--- src/rtl/rv32_pkg.sv ---
// Shared RV32 types and sizes used by the integer register file.
package rv32_pkg;

  localparam int XLEN   = 32;
  localparam int NREGS  = 32;
  localparam int REG_AW = $clog2(NREGS);

  typedef logic [XLEN-1:0]   word_t;
  typedef logic [REG_AW-1:0] reg_addr_t;

  localparam reg_addr_t REG_X0 = '0;

endpackage

--- src/rtl/reg_file_rdport.sv ---
// Combinational read port: selects one register, x0 always reads as zero.
module reg_file_rdport
  import rv32_pkg::*;
(
  input  reg_addr_t addr,
  input  word_t     regs [1:NREGS-1],
  output word_t     data
);

  always_comb begin
    data = '0;
    if (addr != REG_X0) data = regs[addr];
  end

endmodule

--- src/rtl/reg_file.sv ---
// RV32I register file: x1..x31 storage, two zero-latency read ports, one write port.
module reg_file
  import rv32_pkg::*;
(
  input  logic      clk,
  input  logic      rst,
  input  reg_addr_t rs1,
  input  reg_addr_t rs2,
  input  reg_addr_t rsw,
  input  word_t     data_in,
  input  logic      RegWEn,
  output word_t     data_out_1,
  output word_t     data_out_2
);

  word_t regs_q [1:NREGS-1];
  word_t regs_d [1:NREGS-1];

  // Writes to x0 are dropped here, so x0 needs no storage at all.
  always_comb begin
    regs_d = regs_q;
    if (RegWEn && (rsw != REG_X0)) regs_d[rsw] = data_in;
  end

  always_ff @(posedge clk or posedge rst) begin
    if (rst) begin
      for (int i = 1; i < NREGS; i++) regs_q[i] <= '0;
    end else begin
      regs_q <= regs_d;
    end
  end

  // No write bypass: reads see the stored value until the edge commits it.
  reg_file_rdport u_rdport_1 (
    .addr (rs1),
    .regs (regs_q),
    .data (data_out_1)
  );

  reg_file_rdport u_rdport_2 (
    .addr (rs2),
    .regs (regs_q),
    .data (data_out_2)
  );

endmodule

--- config.mk ---
export PLATFORM = sky130hd
export DESIGN_NAME = reg_file
export DESIGN_NICKNAME = d
export VERILOG_FILES = /design/src/rtl/rv32_pkg.sv /design/src/rtl/reg_file_rdport.sv /design/src/rtl/reg_file.sv
export SDC_FILE = /design/constraint.sdc
export NUM_CORES = 2
export LEC_CHECK = 0
export ABC_CLOCK_PERIOD_IN_PS = 42500
export CAP_MARGIN = 10
export CORE_UTILIZATION = 63
export DETAILED_ROUTE_END_ITERATION = 8
export GPL_TIMING_DRIVEN = 1
export PLACE_DENSITY = 0.81
export REMOVE_ABC_BUFFERS = 1
export SLEW_MARGIN = 5
export SYNTH_ARGS = -nofsm -noshare
export SYNTH_HDL_FRONTEND = slang
export SYNTH_SLANG_ARGS = --single-unit
--- constraint.sdc ---
create_clock -name clk -period 42.5 [get_ports clk]
set_input_delay 10.625 -clock clk [delete_from_list [all_inputs] [get_ports clk]]
set_output_delay 10.625 -clock clk [all_outputs]
set_load 0.005 [all_outputs]
# ---- Word level (Yosys, flattened, before mapping)
# Cells that the tools add are included.
dict set report classes {
  n_lt_le_gt_ge 4
  multipliers 0
  addsub 0
  bitwise 3
  shifts 0
  eq_ne 0
  n_reduce_logical 5
  mux 11
  div_mod_pow 0
}
# operator count
set op_table {}
lappend op_table {{$bwmux W992} 1}
lappend op_table {{$bmux W32 S5} 2}
lappend op_table {{$mux W32} 7}
lappend op_table {{$demux W32 S5} 1}
lappend op_table {{$ge A6 B6 Y1 const B} 3}
lappend op_table {{$not A5 Y6} 3}
lappend op_table {{$reduce_bool A5 Y1} 3}
lappend op_table {{$lt A6 B1 Y1 const B} 1}
lappend op_table {{$logic_and A1 B1 Y1} 2}
dict set report totals {
  rom_bits 0
  elab_cells 54
  ramBits 0
  register_bits 992
  latchBits 0
  mem_count 0
  out_inout_bits 64
  inputBits 50
}

# ---- Logic depth before layout (Yosys ltp)
dict set report logic_depth {
  depth_word 6
  depth_mapped 9
  depth_no_buf 4
}

# ---- By module
# From an unflattened synthesis, not the netlist that was laid out.
dict set report unflattened {
  cells_unflattened 4086
  area_unflattened_um2 53988.0
}
# module instances cells_each seq_area_each_um2 area_each_um2
set by_module_without_submodules {}
lappend by_module_without_submodules {reg_file 1 2224 24823.8 37156.9}
lappend by_module_without_submodules {reg_file_rdport 2 931 0.0 8415.6}

# ---- Least setup slack after synthesis
# Ideal clock, no wire load.
dict set report synth_path {
  path_type {in2out}
  start {input port rs1[0]}
  end {output port data_out_1[1]}
  cell_stages 7
  required_ns 31.875
  setup_slack_ns 19.842
  t_arrival_ns 12.033
  path_buffers 3
  path_cell_list {buf_2 buf_6 buf_6 mux4_2 mux2_2 a32oi_1 nor3_1}
}
dict set report synth_between {
  elab_chain_cells 5
  elab_cells_between_ends 6
  classes_between {mux (4); bitwise (1); reduce/logical (1)}
}
# element line_no
set synth_lines {}
lappend synth_lines {{start: declaration} reg_file.sv:7} ;# input reg_addr_t rs1,
lappend synth_lines {{$not A5 Y6 (implied by the code)} reg_file_rdport.sv:12} ;# if (addr != REG_X0) data = regs[addr];
lappend synth_lines {{$bmux W32 S5} reg_file_rdport.sv:12}
lappend synth_lines {{$mux W32 (implied by the code) (2 in a row)} reg_file_rdport.sv:12}
lappend synth_lines {{$mux W32 *} reg_file_rdport.sv:12}
lappend synth_lines {{end: declaration} reg_file.sv:12} ;# output word_t data_out_1,
# Every way passes the cells marked *; elsewhere a longest branch is shown, timed or not. The select of a mux whose other input is x is not followed.

# ---- Final worst setup path
dict set report layout_path {
  start {input port rs1[1]}
  end {output port data_out_1[18]}
}
# The elaborated chain is that of the path after synthesis.

==> flow_metrics.env <==
export IMPL_powerDensity_nw_per_um2=48.1
export IMPL_cts_buffers=105
export IMPL_routabilityCongestion=0.844
export IMPL_largest_reg_flops=992
export IMPL_relSlewSlack_pct=21.4
export IMPL_slew_viol_final=0
export IMPL_die_w_um=293
export IMPL_core_area_um2=83800
export IMPL_netlist_cell_type_count=36
export IMPL_drcViolationCount=0
export IMPL_cap_viol_max_count=0
export IMPL_clk_latency_ps=680
export IMPL_cts_sinks=992
export IMPL_die_area_um2=86100
export IMPL_path_clk_slew_ps=60
export IMPL_syn_inst=4058
export IMPL_crit_arrival_ps=14950
export IMPL_ys_top_cells_by_area="dfrtp_1 46%, mux2_2 23%, mux2i_1 11%"
export IMPL_reg2reg_slack_ps=41670
export IMPL_routed_wl_um=160000
export IMPL_worstHoldEndpoint="regs_q[373]"
export IMPL_initial_core_util_pct=63.8
export IMPL_regArea_um2=24800
export IMPL_worstSetupStartpointType="input port"
export IMPL_routedWlPerCell_um=30.9
export IMPL_area_delta_synth_final_pct=9.75
export IMPL_drt_iter0_markers=4357
export IMPL_total_power_mw=2.83
export IMPL_drt_pass1_iterations=6
export IMPL_yosys_warnings=0
export IMPL_fmax_mhz=39.1
export IMPL_final_common_cell="mux2_2"
export IMPL_avgSynthCellArea_um2=13.2
export IMPL_yosysSeqAreaShare_pct=46.4
export IMPL_postCtsHoldBufs=0
export IMPL_finalNetCount=3987
export IMPL_hold_path_class="register to register"
export IMPL_status="finished, final reports clean"
export IMPL_regMostFlops="regs_q"
export IMPL_layout_common_cells="1086 x mux2_2, 992 x dfrtp_1, 604 x mux2i_1, 256 x o22ai_1, 171 x nor3_1"
export IMPL_grt_overflow_total=0
export IMPL_rows=106
export IMPL_synth_seq_cells=992
export IMPL_synth_top_flop_cell="dfrtp_1"
export IMPL_cp_end_kind="output port"
export IMPL_grt_max_degree=166
export IMPL_synth_top_area_share_pct=46.4
export IMPL_setup_viol_count_final=0
export IMPL_multiInputGateArea_um2=26900
export IMPL_tritoncts="built"
export IMPL_post_route_period_util_pct=60.2
export IMPL_netlist_area_um2=53500
export IMPL_drt_vias_per_instance=7.25
export IMPL_die_h_um=293
export IMPL_port_buffer_count=113
export IMPL_post_cts_resized=0
export IMPL_worstReg2RegEnd="regs_q[415]"
export IMPL_required_ps=31870
export IMPL_grt_use_total_pct=37.2
export IMPL_final_hold_violation_count=0
export IMPL_r2r_start="regs_q[415]"
export IMPL_synth_top_cell_by_area="dfrtp_1"
export IMPL_num_io_pins=114
export IMPL_ys_async_sr_fraction_pct=100
export IMPL_postLayoutCellArea_um2=58700
export IMPL_crit_start="rs1[1]"
export IMPL_critPathMaxFanout=48
export IMPL_cts_root_buf="clkbuf_16"
export IMPL_antenna_found_initial=7
export IMPL_hold_slack_ps=510
export IMPL_worstMarginPinSlew_ps=1180
export IMPL_leakage_nw=26.2
export IMPL_num_vias=37400
export IMPL_ff2ff_path_depth=1
export IMPL_rsz0062_at_grt="false"
export IMPL_first_global_vias=38000
export IMPL_placed_area_um2=55000
export IMPL_top_regs="regs_q x992"
export IMPL_worstSetupPathType="input port to output port"
export IMPL_hpwlAfterDp_um=88000
export IMPL_vdd_drop_max_v=0.0000418
export IMPL_clk_path_buf_depth=3
export IMPL_synth_edf_count=0
export IMPL_nFillCells=5826
export IMPL_grt_pass1_wl_um=240000
export IMPL_drive_gt1_share_pct=38.8
export IMPL_finalSetupTns_ps=0
export IMPL_htreeDepth=3
export IMPL_fin_crit_ps=25570
export IMPL_finClkSkew_ps=0
export IMPL_ant_nets=0
export IMPL_whs_path_depth=1
export IMPL_hold_path_startpoint="regs_q[373]"
export IMPL_post_cts_setup_buffers=0
-- through the flow --
stage               util [%]  setup WS (ps)  cells
floorplan                  -           3970   3633
global placement        65.6          17140   4964
detailed placement      65.6          17110   4964
CTS                     70.1          17110   5160
global route            70.1          16900   5161
finish                  70.1          16930   5161
-- Yosys cell counts, types with 3 or more instances --
cell type	instances
a31oi_1	21
mux2_2	1086
nand3_1	5
clkbuf_1	209
mux4_2	145
a32oi_1	31
nor3b_1	4
mux2_1	32
a211oi_1	22
a221oi_1	18
a21oi_1	31
or2_2	4
inv_1	3
a221o_1	64
nor3_1	171
mux2i_1	604
nor2_1	18
nand3b_1	4
buf_4	37
o22ai_1	256
nand2_1	74
a221oi_2	4
buf_2	107
nand2b_1	26
dfrtp_1	992
buf_6	14
nor2b_1	6
buf_1	58
-- final cells by class --
type / count / area share, %
clock buffers: 139 / 5.07
flip-flops and latches: 992 / 42.3
diodes: 1 / 0.00426
multi-input cells: 2638 / 45.9
clock inverters: 57 / 1.29
inverters: 3 / 0.0320
well taps: 1134 / 2.42
repair buffers: 197 / 3.03
-- logic make-up (layout without fill, tap and decap cells) --
| logic type | Yosys count | count (layout) | synth area share [%] |
|---|---|---|---|
| buffers and inverters | 428 | 396 | 3.71 |
| AO/OA/AOI/OAI | 453 | 453 | 6.04 |
| flip-flops | 992 | 992 | 46.4 |
| AND/OR/NAND/NOR | 318 | 318 | 2.92 |
| other | 0 | 1 | 0 |
| multiplexers | 1867 | 1867 | 40.9 |
-- how the worst max path moves through the flow --
stage | end | slack, ps
3_3_place_gp | data_out_1[4] | 17140
2_1_floorplan | regs_q[0] | 3970
3_5_place_dp | data_out_1[4] | 17110
4_1_cts | data_out_1[4] | 17110
5_1_grt | data_out_1[4] | 16900
6_report | data_out_1[18] | 16930
-- power breakdown --
group,switching (mW),total (mW),internal (mW)
Sequential,0.147,1.28,1.13
Combinational,0.242,0.560,0.318
Clock,0.398,0.989,0.591
Total,0.787,2.83,2.04
-- metal layers --
metal	routed length [µm]	GRT usage, %	up-vias	share of wire [%]
met2	71900	56.1	2172	45
li1	-	-	15200	-
met5	52	0	-	0.033
met1	62900	50.6	19500	39
met4	7990	17.8	8	5.0
met3	16900	9.44	557	11
-- worst max-delay path, cell delays in order --
cell and delay (ps):
buf_6 430, buf_4 790, nor2b_4 800, buf_4 520
a221o_1 250, a32oi_1 110, nor3_1 670, clkdlybuf4s50_1 650
(Power assumes the default switching activity.)
